`src/rtl/pipe_control_unit_pkg.sv`:
```
// Shared decode constants and control-bundle types for the pipeline control unit.
// Opcode/funct fields follow the RV32I base encoding; bundles are split per stage.
package pipe_control_unit_pkg;

    localparam int OPC_LSB     = 0;
    localparam int OPC_MSB     = 6;
    localparam int F3_LSB      = 12;
    localparam int F3_MSB      = 14;
    localparam int F7_LSB      = 25;
    localparam int F7_MSB      = 31;
    localparam int SYS_IMM_BIT = 20;
    localparam int DRAIN_CNT_W = 3;

    localparam logic [6:0] OPC_ARITH_R = 7'b0110011;
    localparam logic [6:0] OPC_ARITH_I = 7'b0010011;
    localparam logic [6:0] OPC_LOAD    = 7'b0000011;
    localparam logic [6:0] OPC_STORE   = 7'b0100011;
    localparam logic [6:0] OPC_BRANCH  = 7'b1100011;
    localparam logic [6:0] OPC_LUI     = 7'b0110111;
    localparam logic [6:0] OPC_AUIPC   = 7'b0010111;
    localparam logic [6:0] OPC_JAL     = 7'b1101111;
    localparam logic [6:0] OPC_JALR    = 7'b1100111;
    localparam logic [6:0] OPC_FENCE   = 7'b0001111;
    localparam logic [6:0] OPC_SYSTEM  = 7'b1110011;

    localparam logic [2:0] F3_SB = 3'b000;
    localparam logic [2:0] F3_SH = 3'b001;
    localparam logic [2:0] F3_SW = 3'b010;

    localparam logic [6:0] F7_BASE   = 7'b0000000;
    localparam logic [6:0] F7_ALT    = 7'b0100000;
    localparam logic [6:0] F7_MULDIV = 7'b0000001;

    localparam logic [1:0] ALU_ADD    = 2'b00;
    localparam logic [1:0] ALU_BRANCH = 2'b01;
    localparam logic [1:0] ALU_FUNCT  = 2'b10;
    localparam logic [1:0] ALU_LUI    = 2'b11;

    typedef struct packed {
        logic [1:0] alu_op;
        logic       alu_src;
        logic       branch;
        logic       jump;
        logic       jalr;
        logic       auipc_sel;
        logic       rf_sel;
    } ex_ctrl_t;

    typedef struct packed {
        logic       mem_read;
        logic       mem_write;
        logic [1:0] save_method;
    } mem_ctrl_t;

    typedef struct packed {
        logic reg_write;
        logic mem_to_reg;
    } wb_ctrl_t;

    typedef struct packed {
        ex_ctrl_t  ex;
        mem_ctrl_t mem;
        wb_ctrl_t  wb;
    } ctrl_t;

endpackage

```
`src/rtl/pipe_control_unit_decoder.sv`:
```
// ctrl_decoder: purely combinational opcode -> control bundle decode, zero latency.
// No backpressure; flags FENCE/ECALL/EBREAK/illegal for the sequencing logic upstream.
module ctrl_decoder
    import pipe_control_unit_pkg::*;
#(
    parameter bit EN_M = 1'b0
) (
    input  logic [31:0] instr_i,
    output ctrl_t       ctrl_o,
    output logic        illegal_o,
    output logic        fence_o,
    output logic        ecall_o,
    output logic        ebreak_o
);

    logic [6:0] opcode;
    logic [2:0] funct3;
    logic [6:0] funct7;
    logic       unused_fields;

    assign opcode        = instr_i[OPC_MSB:OPC_LSB];
    assign funct3        = instr_i[F3_MSB:F3_LSB];
    assign funct7        = instr_i[F7_MSB:F7_LSB];
    assign unused_fields = ^{instr_i[24:21], instr_i[19:15], instr_i[11:7]};

    always_comb begin
        ctrl_o    = '0;
        illegal_o = 1'b0;
        fence_o   = 1'b0;
        ecall_o   = 1'b0;
        ebreak_o  = 1'b0;
        case (opcode)
            OPC_ARITH_R: begin
                if (funct7 == F7_BASE || funct7 == F7_ALT || (EN_M && funct7 == F7_MULDIV)) begin
                    ctrl_o.ex.alu_op    = ALU_FUNCT;
                    ctrl_o.wb.reg_write = 1'b1;
                end else begin
                    illegal_o = 1'b1;
                end
            end
            OPC_ARITH_I: begin
                ctrl_o.ex.alu_op    = ALU_FUNCT;
                ctrl_o.ex.alu_src   = 1'b1;
                ctrl_o.wb.reg_write = 1'b1;
            end
            OPC_LOAD: begin
                ctrl_o.ex.alu_op     = ALU_ADD;
                ctrl_o.ex.alu_src    = 1'b1;
                ctrl_o.mem.mem_read  = 1'b1;
                ctrl_o.wb.reg_write  = 1'b1;
                ctrl_o.wb.mem_to_reg = 1'b1;
            end
            OPC_STORE: begin
                ctrl_o.ex.alu_op     = ALU_ADD;
                ctrl_o.ex.alu_src    = 1'b1;
                ctrl_o.mem.mem_write = 1'b1;
                case (funct3)
                    F3_SB:   ctrl_o.mem.save_method = 2'b00;
                    F3_SH:   ctrl_o.mem.save_method = 2'b01;
                    F3_SW:   ctrl_o.mem.save_method = 2'b10;
                    default: begin
                        ctrl_o    = '0;
                        illegal_o = 1'b1;
                    end
                endcase
            end
            OPC_BRANCH: begin
                ctrl_o.ex.alu_op = ALU_BRANCH;
                ctrl_o.ex.branch = 1'b1;
            end
            OPC_LUI: begin
                ctrl_o.ex.alu_op    = ALU_LUI;
                ctrl_o.ex.alu_src   = 1'b1;
                ctrl_o.wb.reg_write = 1'b1;
            end
            OPC_AUIPC: begin
                ctrl_o.ex.alu_op    = ALU_ADD;
                ctrl_o.ex.alu_src   = 1'b1;
                ctrl_o.ex.auipc_sel = 1'b1;
                ctrl_o.wb.reg_write = 1'b1;
            end
            // Link writeback (PC+4) is selected through rf_sel for both jumps.
            OPC_JAL: begin
                ctrl_o.ex.branch    = 1'b1;
                ctrl_o.ex.jump      = 1'b1;
                ctrl_o.ex.rf_sel    = 1'b1;
                ctrl_o.wb.reg_write = 1'b1;
            end
            OPC_JALR: begin
                ctrl_o.ex.branch    = 1'b1;
                ctrl_o.ex.jump      = 1'b1;
                ctrl_o.ex.jalr      = 1'b1;
                ctrl_o.ex.alu_src   = 1'b1;
                ctrl_o.ex.rf_sel    = 1'b1;
                ctrl_o.wb.reg_write = 1'b1;
            end
            OPC_FENCE: fence_o = 1'b1;
            OPC_SYSTEM: begin
                ebreak_o = instr_i[SYS_IMM_BIT];
                ecall_o  = ~instr_i[SYS_IMM_BIT];
            end
            default: illegal_o = 1'b1;
        endcase
    end

endmodule

```
`src/rtl/pipe_control_unit.sv`:
```
// Decodes the ID instruction and carries controls through ID/EX, EX/MEM, WB; ex +1, mem +2, wb +3 cycles.
// stall_i freezes every stage and the PC; flush_i bubbles ID/EX; FENCE drains, EBREAK halts until resume_i.
module pipe_control_unit
    import pipe_control_unit_pkg::*;
#(
    parameter int N           = 32,
    parameter bit EN_M        = 1'b0,
    parameter int FENCE_DRAIN = 2
) (
    input  logic         clk,
    input  logic         rst_n,
    input  logic [N-1:0] instr_i,
    input  logic         instr_valid_i,
    input  logic         stall_i,
    input  logic         flush_i,
    input  logic         resume_i,
    output logic [1:0]   ex_alu_op,
    output logic         ex_alu_src,
    output logic         ex_branch,
    output logic         ex_jump,
    output logic         ex_jalr,
    output logic         ex_auipc_sel,
    output logic         ex_rf_sel,
    output logic         mem_read,
    output logic         mem_write,
    output logic [1:0]   mem_save_method,
    output logic         wb_reg_write,
    output logic         wb_mem_to_reg,
    output logic         load_pc,
    output logic         halted_o,
    output logic         illegal_o
);

    localparam logic [1:0] ST_RUN_ENC   = 2'd0;
    localparam logic [1:0] ST_DRAIN_ENC = 2'd1;
    localparam logic [1:0] ST_HALT_ENC  = 2'd2;
    localparam logic [DRAIN_CNT_W-1:0] DRAIN_INIT = DRAIN_CNT_W'(FENCE_DRAIN);

    typedef enum logic [1:0] {
        ST_RUN   = ST_RUN_ENC,
        ST_DRAIN = ST_DRAIN_ENC,
        ST_HALT  = ST_HALT_ENC
    } state_t;

    ctrl_t dec_ctrl;
    logic  dec_illegal, dec_fence, dec_ecall, dec_ebreak;

    ctrl_decoder #(.EN_M(EN_M)) u_decoder (
        .instr_i   (instr_i[31:0]),
        .ctrl_o    (dec_ctrl),
        .illegal_o (dec_illegal),
        .fence_o   (dec_fence),
        .ecall_o   (dec_ecall),
        .ebreak_o  (dec_ebreak)
    );

    state_t                 state_q, state_d;
    logic [DRAIN_CNT_W-1:0] cnt_q, cnt_d;
    ctrl_t                  idex_q, idex_d;
    logic                   idex_vld_q, idex_vld_d;
    mem_ctrl_t              exmem_mem_q, exmem_mem_d;
    wb_ctrl_t               exmem_wb_q, exmem_wb_d;
    logic                   exmem_vld_q, exmem_vld_d;
    wb_ctrl_t               wb_q, wb_d;
    logic                   wb_vld_q, wb_vld_d;
    logic                   illegal_q, illegal_d;
    logic                   stall_seen_q, stall_seen_d;
    logic                   issue;
    logic                   id_live;

    assign id_live = instr_valid_i && !flush_i && (state_q == ST_RUN);
    assign issue   = id_live && !dec_illegal && !dec_fence && !dec_ecall && !dec_ebreak;

    always_comb begin
        idex_vld_d  = idex_vld_q;
        idex_d      = idex_q;
        exmem_vld_d = exmem_vld_q;
        exmem_mem_d = exmem_mem_q;
        exmem_wb_d  = exmem_wb_q;
        wb_vld_d    = wb_vld_q;
        wb_d        = wb_q;
        if (flush_i) begin
            idex_vld_d = 1'b0;
            idex_d     = '0;
        end else if (!stall_i) begin
            idex_vld_d = issue;
            idex_d     = issue ? dec_ctrl : '0;
        end
        if (!stall_i) begin
            exmem_vld_d = idex_vld_q;
            exmem_mem_d = idex_vld_q ? idex_q.mem : '0;
            exmem_wb_d  = idex_vld_q ? idex_q.wb : '0;
            wb_vld_d    = exmem_vld_q;
            wb_d        = exmem_vld_q ? exmem_wb_q : '0;
        end
    end

    // An instruction held in ID across a stall reports illegal only on its first cycle.
    assign stall_seen_d = stall_i;
    assign illegal_d    = id_live && dec_illegal && !stall_seen_q;

    always_comb begin
        state_d = state_q;
        cnt_d   = cnt_q;
        case (state_q)
            ST_RUN: begin
                if (id_live && !stall_i) begin
                    if (dec_fence) begin
                        state_d = ST_DRAIN;
                        cnt_d   = DRAIN_INIT;
                    end else if (dec_ebreak) begin
                        state_d = ST_HALT;
                    end
                end
            end
            ST_DRAIN: begin
                cnt_d = cnt_q - 1'b1;
                if (cnt_q <= 1) begin
                    state_d = ST_RUN;
                end
            end
            ST_HALT: begin
                if (resume_i) begin
                    state_d = ST_RUN;
                end
            end
            default: state_d = ST_RUN;
        endcase
    end

    always_ff @(posedge clk) begin
        if (!rst_n) begin
            state_q      <= ST_RUN;
            cnt_q        <= '0;
            idex_q       <= '0;
            idex_vld_q   <= 1'b0;
            exmem_mem_q  <= '0;
            exmem_wb_q   <= '0;
            exmem_vld_q  <= 1'b0;
            wb_q         <= '0;
            wb_vld_q     <= 1'b0;
            illegal_q    <= 1'b0;
            stall_seen_q <= 1'b0;
        end else begin
            state_q      <= state_d;
            cnt_q        <= cnt_d;
            idex_q       <= idex_d;
            idex_vld_q   <= idex_vld_d;
            exmem_mem_q  <= exmem_mem_d;
            exmem_wb_q   <= exmem_wb_d;
            exmem_vld_q  <= exmem_vld_d;
            wb_q         <= wb_d;
            wb_vld_q     <= wb_vld_d;
            illegal_q    <= illegal_d;
            stall_seen_q <= stall_seen_d;
        end
    end

    ex_ctrl_t  ex_out;
    mem_ctrl_t mem_out;
    wb_ctrl_t  wb_out;

    assign ex_out  = idex_vld_q  ? idex_q.ex   : '0;
    assign mem_out = exmem_vld_q ? exmem_mem_q : '0;
    assign wb_out  = wb_vld_q    ? wb_q        : '0;

    assign ex_alu_op       = ex_out.alu_op;
    assign ex_alu_src      = ex_out.alu_src;
    assign ex_branch       = ex_out.branch;
    assign ex_jump         = ex_out.jump;
    assign ex_jalr         = ex_out.jalr;
    assign ex_auipc_sel    = ex_out.auipc_sel;
    assign ex_rf_sel       = ex_out.rf_sel;
    assign mem_read        = mem_out.mem_read;
    assign mem_write       = mem_out.mem_write;
    assign mem_save_method = mem_out.save_method;
    assign wb_reg_write    = wb_out.reg_write;
    assign wb_mem_to_reg   = wb_out.mem_to_reg;

    assign load_pc   = (state_q == ST_RUN) && !stall_i;
    assign halted_o  = (state_q == ST_HALT);
    assign illegal_o = illegal_q;

endmodule

```
`config.mk`:
```
export PLATFORM = sky130hd
export DESIGN_NAME = pipe_control_unit
export DESIGN_NICKNAME = d
export VERILOG_FILES = /design/src/rtl/pipe_control_unit_pkg.sv /design/src/rtl/pipe_control_unit_decoder.sv /design/src/rtl/pipe_control_unit.sv
export SDC_FILE = /design/constraint.sdc
export NUM_CORES = 1
export LEC_CHECK = 0
export ABC_AREA = 1
export BUFFER_PORTS_ARGS = -buffer_cell sky130_fd_sc_hd__buf_2
export CAP_MARGIN = 25
export CORE_AREA = 2 2 60 62
export DETAILED_ROUTE_END_ITERATION = 8
export DIE_AREA = 0 0 62 64
export PLACE_DENSITY = 0.92
export SYNTH_ARGS = -nofsm -noshare
export SYNTH_HDL_FRONTEND = slang
export SYNTH_SLANG_ARGS = --single-unit
```
`constraint.sdc`:
```
create_clock -name clk -period 4.4 [get_ports clk]
set_clock_uncertainty 0.15 [all_clocks]
set_input_delay 0 -clock clk [delete_from_list [all_inputs] [get_ports clk]]
set_output_delay 0 -clock clk [all_outputs]
set_load 0.05 [all_outputs]
```
==> impl_metrics.json, run 1 <==
{
  "drive_gt1_share_pct": 26.2,
  "worstSetupPathType": "register to register",
  "clkPwrFrac_pct": 32.4,
  "peakVddDrop_v": 0.000110,
  "slew_headroom_pct": 71.9,
  "wire_per_inst_um": 10.0,
  "cts_root_buffer": "clkbuf_4",
  "path_max_fanout": 3,
  "grt_setup_unrepaired": "false",
  "min_to": "idex_q[9]",
  "first_pass_iters": 4,
  "htree_levels": 2,
  "synth.area.top_cells": "dfxtp_1, nand2_1, inv_1, a21oi_1, nor2_1",
  "start_util_pct": 51.8,
  "vias_per_cell": 4.86,
  "antenna_found_initial": 0,
  "cts_buffers": 5,
  "power.total_mw": 0.480,
  "synth_common_cells": "nand2_1, inv_1, dfxtp_1",
  "r2r_cells": 8,
  "critical_path_arrival_ns": 2.14,
  "synth.largest_area_cell": "dfxtp_1",
  "synth_top_area_share_pct": 34.1,
  "cp-startpoint": "state_q[1]",
  "cellPowerDensity_nw_per_um2": 229,
  "swShare_pct": 27.5,
  "hp-start": "instr_i[1]",
  "synth_flop_cell": "dfxtp_1",
  "yosysWarnings": 0,
  "postRouteAntennaNets": 0,
  "synth_edf_count": 0,
  "p_leak_nw": 1.04,
  "fin_util_pct": 63.8,
  "clk_pin_slew_ns": 0.08,
  "syn_to_final_growth_pct": 23.3,
  "antenna_cells": 0,
  "placed_cell_area_um2": 1870,
  "num_rows": 21,
  "timing.rr.start": "state_q[1]",
  "nNetsFinal": 341,
  "ys_ff_latch": 29,
  "slew_violations": 0,
  "first_iter_violations": 78,
  "synthesis.nets": 286,
  "worstHoldPathCells": 5,
  "startpoint_type": "register",
  "vias": 1691,
  "hold_viol": 0,
  "min_period_over_period_pct": 45.7,
  "p_switching_mw": 0.132,
  "fin_area_um2": 2100,
  "grt-ovfl-total": 0,
  "setup_violations": 0,
  "comb_power_share_pct": 12.5,
  "ys_seq_area_share_pct": 34.1,
  "core_area_um2": 3280,
  "cts_resized": 0,
  "post-route-min-period_ns": 2.01,
  "grt_pass1_vias": 1523,
  "internal_power_mw": 0.348,
  "synth_area_um2": 1700,
  "synth_cells": 246,
  "drc_errors": 0,
  "timing.rr.end": "state_q[1]",
  "die_h_um": 64,
  "gp_congestion": 0.896,
  "maxCapViolCount": 0,
  "die_x_um": 62,
  "r2r_slack_ns": 2.39,
  "grt_pass1_wl_mm": 6.03,
  "tns_ns": 0,
  "grt_max_degree": 17,
  "grt_usage_pct": 19.8,
  "status": "finished clean",
  "synthMostInstantiatedCell": "nand2_1",
  "cp-end-kind": "register",
  "tightest_slew_ns": 0.421,
  "max_freq_mhz": 498,
  "ys_types": 34,
  "cts_tree": "built",
  "io_pins": 55,
  "cts.path.max_buffers": 2,
  "async_flop_share_pct": 0,
  "hpwlAfterDp_mm": 2.51,
  "totalWireLength_mm": 3.49,
  "seqPwrFrac_pct": 55.0,
  "dieArea_um2": 3970,
  "clkLatencyLatePin_ns": 0.34,
  "syn_avg_cell_area_um2": 6.91,
  "required_ns": 4.53,
  "cts.sinks": 29,
  "io_buffers": 39,
  "hp-class": "input pin to register"
}
-- worst max-delay path by stage --
stage                      end
floorplan           state_q[1]
CTS                 state_q[1]
detailed placement   idex_q[3]
global route        state_q[1]
global placement     idex_q[3]
finish              state_q[1]
-- cells in the final DEF, fill, tap and decap left out, drive strengths merged --
| cell type | Yosys | routed |
|---|---|---|
| a211oi | 1 | 1 |
| a21boi | 1 | 1 |
| a21oi | 21 | 21 |
| buf | 4 | 39 |
| clkbuf | 4 | 5 |
| clkinv | 1 | 3 |
| clkinvlp | 0 | 1 |
| dfxtp | 29 | 29 |
| dlygate4sd3 | 0 | 17 |
| ha | 2 | 2 |
| inv | 45 | 45 |
| nand2 | 68 | 68 |
| nand3 | 12 | 12 |
| nand4 | 14 | 14 |
| nor2 | 27 | 27 |
| nor3 | 4 | 4 |
| o21ai | 11 | 11 |
| o22ai | 1 | 1 |
| or2 | 1 | 1 |
-- layer usage --
metal	share of wire [%]	wire, um	vias to the layer above	global-route usage, %
met5	0	0	-	0
met2	51	1780	50	33.1
met1	42	1450	748	22.9
met4	2.5	87	0	9.84
li1	-	-	884	-
met3	4.8	169	9	4.45
-- state kept, by name, summed over array words and instances, names as in the netlist --
register      flops
illegal_o         1
idex_q           12
exmem_vld_q       1
exmem_wb_q        1
wb_q              2
wb_vld_q          1
stall_seen_q      1
idex_vld_q        1
exmem_mem_q       4
state_q           2
cnt_q             3
-- what timing repair did --
item                      CTS  global route
hold endpoints to repair   29             0
buffers inserted            0             0
hold buffers               17             0
-- critical path: stages (launching register included) --
cell and delay [ns]:
dfxtp_1 0.33, inv_2 0.06, nand2_1 0.09, nor3_2 0.14, nand2_1 0.17, a21boi_0 0.21
nand4_1 0.11, a21oi_1 0.14, dlygate4sd3_1 0.55
-- cell families after synthesis --
family / count (synthesis) / share of synthesized area (%)
buffers and inverters: 54 / 15.1
AO/OA/AOI/OAI: 35 / 11.1
AND/OR/NAND/NOR: 126 / 38.2
flip-flops: 29 / 34.1
adder cells (fa/ha/maj): 2 / 1.47
-- power by group through the flow --
stage | Sequential (mW) | Combinational [mW] | Clock [mW]
finish | 0.264 | 0.0602 | 0.156
global route | 0.265 | 0.0665 | 0.168
CTS | 0.264 | 0.0597 | 0.159
detailed placement | 0.270 | 0.0502 | 0
global placement | 0.270 | 0.0490 | 0
floorplan | 0.271 | 0.0349 | 0
-- cell type report --
| type | instances | area (um2) |
|---|---|---|
| Fill cell | 278 | 1190 |
| Clock inverter | 3 | 17.5 |
| Clock buffer | 5 | 37.5 |
| Sequential cell | 29 | 581 |
| Tap cell | 46 | 57.6 |
| Multi-Input combinational cell | 163 | 863 |
| Inverter | 46 | 175 |
| Timing Repair Buffer | 56 | 365 |
-- per-stage QoR --
step / hold WS (ns) / instances / setup slack (ns)
global route: 0.0206 / 348 / 2.26
floorplan: -0.0273 / 246 / 2.68
CTS: 0.00131 / 348 / 2.44
global placement: 0.135 / 323 / 2.85
detailed placement: 0.144 / 323 / 2.80
finish: 0.0168 / 348 / 2.39
Power figures use the tool's default switching activity.
==> run 2, diff against run 1 <==
--- a/config.mk
+++ b/config.mk
@@ -8,10 +8,10 @@
 export ABC_AREA = 1
 export BUFFER_PORTS_ARGS = -buffer_cell sky130_fd_sc_hd__buf_2
 export CAP_MARGIN = 25
-export CORE_AREA = 2 2 60 62
+export CORE_AREA = 2 2 65 67
 export DETAILED_ROUTE_END_ITERATION = 8
-export DIE_AREA = 0 0 62 64
-export PLACE_DENSITY = 0.92
+export DIE_AREA = 0 0 67 69
+export PLACE_DENSITY = 0.84
 export SYNTH_ARGS = -nofsm -noshare
 export SYNTH_HDL_FRONTEND = slang
 export SYNTH_SLANG_ARGS = --single-unit
==> constraint.sdc (replaced) <==
create_clock -name clk -period 1.6 [get_ports clk]
set_clock_uncertainty 0.15 [all_clocks]
set_input_delay 0 -clock clk [delete_from_list [all_inputs] [get_ports clk]]
set_output_delay 0 -clock clk [all_outputs]
set_load 0.05 [all_outputs]
==> impl_metrics.json, run 2 (synthesized netlist as in run 1, its figures left out) <==
{
  "syn_to_final_growth_pct": 27.4,
  "maxCapViolCount": 0,
  "worstSetupPathType": "register to register",
  "fin_area_um2": 2170,
  "die_x_um": 67,
  "htree_levels": 2,
  "critPathMaxStageDelay_ns": 0.33,
  "clkPwrFrac_pct": 42.7,
  "setup_violations": 0,
  "io_buffers": 39,
  "first_iter_violations": 65,
  "nNetsFinal": 339,
  "drive_gt1_share_pct": 28.3,
  "fin_util_pct": 55.4,
  "placed_cell_area_um2": 1880,
  "required_ns": 1.67,
  "grt-ovfl-total": 0,
  "hold_viol": 0,
  "swShare_pct": 24.8,
  "cp-end-kind": "register",
  "multi_input_area_um2": 890,
  "power.total_mw": 1.57,
  "dieArea_um2": 4620,
  "n_fill_cell": 389,
  "die_h_um": 69,
  "cts_root_buffer": "clkbuf_8",
  "largest_reg_flops": 12,
  "grt_max_degree": 15,
  "cp.buffers_inverters": 2,
  "postRouteAntennaNets": 0,
  "vias_per_cell": 4.90,
  "startpoint_type": "register",
  "grt_usage_pct": 17.3,
  "p_leak_nw": 1.08,
  "cp_top_family": "simple AND/OR/NAND/NOR gates",
  "start_util_pct": 43.4,
  "vias": 1715,
  "antenna_found_initial": 0,
  "status": "finished clean",
  "p_switching_mw": 0.391,
  "final_common_cell": "nand2_1",
  "slew_violations": 0,
  "cellPowerDensity_nw_per_um2": 726,
  "cts_tree": "built",
  "cts.path.max_buffers": 2,
  "totalWireLength_mm": 3.74,
  "seq_area_um2": 581,
  "tightest_slew_ns": 0.451,
  "clk_pin_slew_ns": 0.06,
  "post-place-cells": 327,
  "max_freq_mhz": 678,
  "path_max_fanout": 13,
  "critical_path_arrival_ns": 1.54,
  "first_pass_iters": 4,
  "cpMaxStageDelayCell": "dfxtp_1",
  "cp_cell_sequence": "inv_2 > nand2_2 > nor3_2 > nand2_2 > nor2_4 > buf_12 > nand4_2 > a21oi_2",
  "cts_buffers": 5,
  "stdcell_count": 350,
  "core_area_um2": 3910,
  "top_regs": "idex_q (12), exmem_mem_q (4), cnt_q (3)",
  "hp-class": "input pin to register",
  "seqPwrFrac_pct": 46.2,
  "io_pins": 55,
  "hpwlAfterDp_mm": 2.62,
  "crit_top_cell": "nand2_2",
  "drc_errors": 0,
  "clkLatencyLatePin_ns": 0.29,
  "comb_power_share_pct": 11.1,
  "post-route-min-period_ns": 1.47,
  "final_cell_mix": "nand2_1, buf_2, inv_1",
  "peakVddDrop_v": 0.000301,
  "num_rows": 23,
  "regMostFlops": "idex_q",
  "cts.sinks": 29,
  "min_period_over_period_pct": 92.2,
  "slew_headroom_pct": 69.8,
  "grt_pass1_vias": 1457,
  "wire_per_inst_um": 10.7,
  "antenna_cells": 0,
  "gp_congestion": 0.856,
  "grt_pass1_wl_mm": 6.08,
  "internal_power_mw": 1.18
}
## run 2: changes by cell type in the layout (fill, tap and decap cells not counted), moves of 2 or more
| cell | change |
|---|---|
| clkbuf_8 | +7 |
| nand2_2 | +2 |
| dlygate4sd3_1 | -5 |
| nand2_1 | -2 |
| clkbuf_4 | -5 |
## run 2: through the flow
step | TNS [ns] | setup slack [ns] | hold WS [ns]
2_1_floorplan | 0 | 0.148 | -0.0273
3_3_place_gp | 0 | 0.0698 | 0.140
3_5_place_dp | 0 | 0.0119 | 0.140
4_1_cts | 0 | 0.0492 | 0.0253
5_1_grt | -0.00405 | -0.00405 | 0.0502
6_report | 0 | 0.125 | 0.0284
## run 2: path summary, 6_finish.rpt
kind	start	slack [ns]	end	cells after the start
setup / recovery	state_q[0]	0.13	idex_q[1]	8
hold / removal	instr_i[5]	0.03	idex_q[5]	6
hold reg to reg	stall_seen_q	0.25	illegal_o	1
setup reg to reg	state_q[0]	0.13	idex_q[1]	8
## run 2: cell type report
type                       instances  share of cell area (%)
clock buffer                       7                    4.45
clock inverter                     1                   0.231
inverter                          46                    8.08
multi-input combinational        163                    41.1
sequential                        29                    26.8
tap                               50                    2.89
timing repair buffer              53                    16.2
timing repair inverter             1                   0.346
## run 2: repair_timing
item,4_1_cts,5_1_grt
resized for setup,0,7
hold buffers,13,0
pin swaps,1,4
hold endpoints to repair,22,0
cloned,0,1
setup endpoints to repair,12,15
setup buffers,1,1
## run 2: power groups by stage
| stage | Clock [mW] | Combinational (mW) | Sequential, mW |
|---|---|---|---|
| 2_1_floorplan | 0 | 0.0960 | 0.747 |
| 3_3_place_gp | 0 | 0.136 | 0.743 |
| 3_5_place_dp | 0 | 0.140 | 0.743 |
| 4_1_cts | 0.672 | 0.169 | 0.728 |
| 5_1_grt | 0.721 | 0.191 | 0.727 |
| 6_report | 0.672 | 0.174 | 0.727 |
## run 2: metal layers
layer | up-vias | global-route usage [%] | part of all wire (%)
met5 | - | 0 | 0
met2 | 55 | 29.3 | 50
li1 | 884 | - | -
met1 | 765 | 18.9 | 42
met3 | 11 | 4.89 | 5.1
met4 | 0 | 9.52 | 3.0
## run 2: worst reg2reg max path, cell delays in order (launching register included)
cell and delay (ns):
dfxtp_1 0.33, inv_2 0.07, nand2_2 0.07, nor3_2 0.16, nand2_2 0.12, nor2_4 0.11
buf_12 0.14, nand4_2 0.12, a21oi_2 0.14
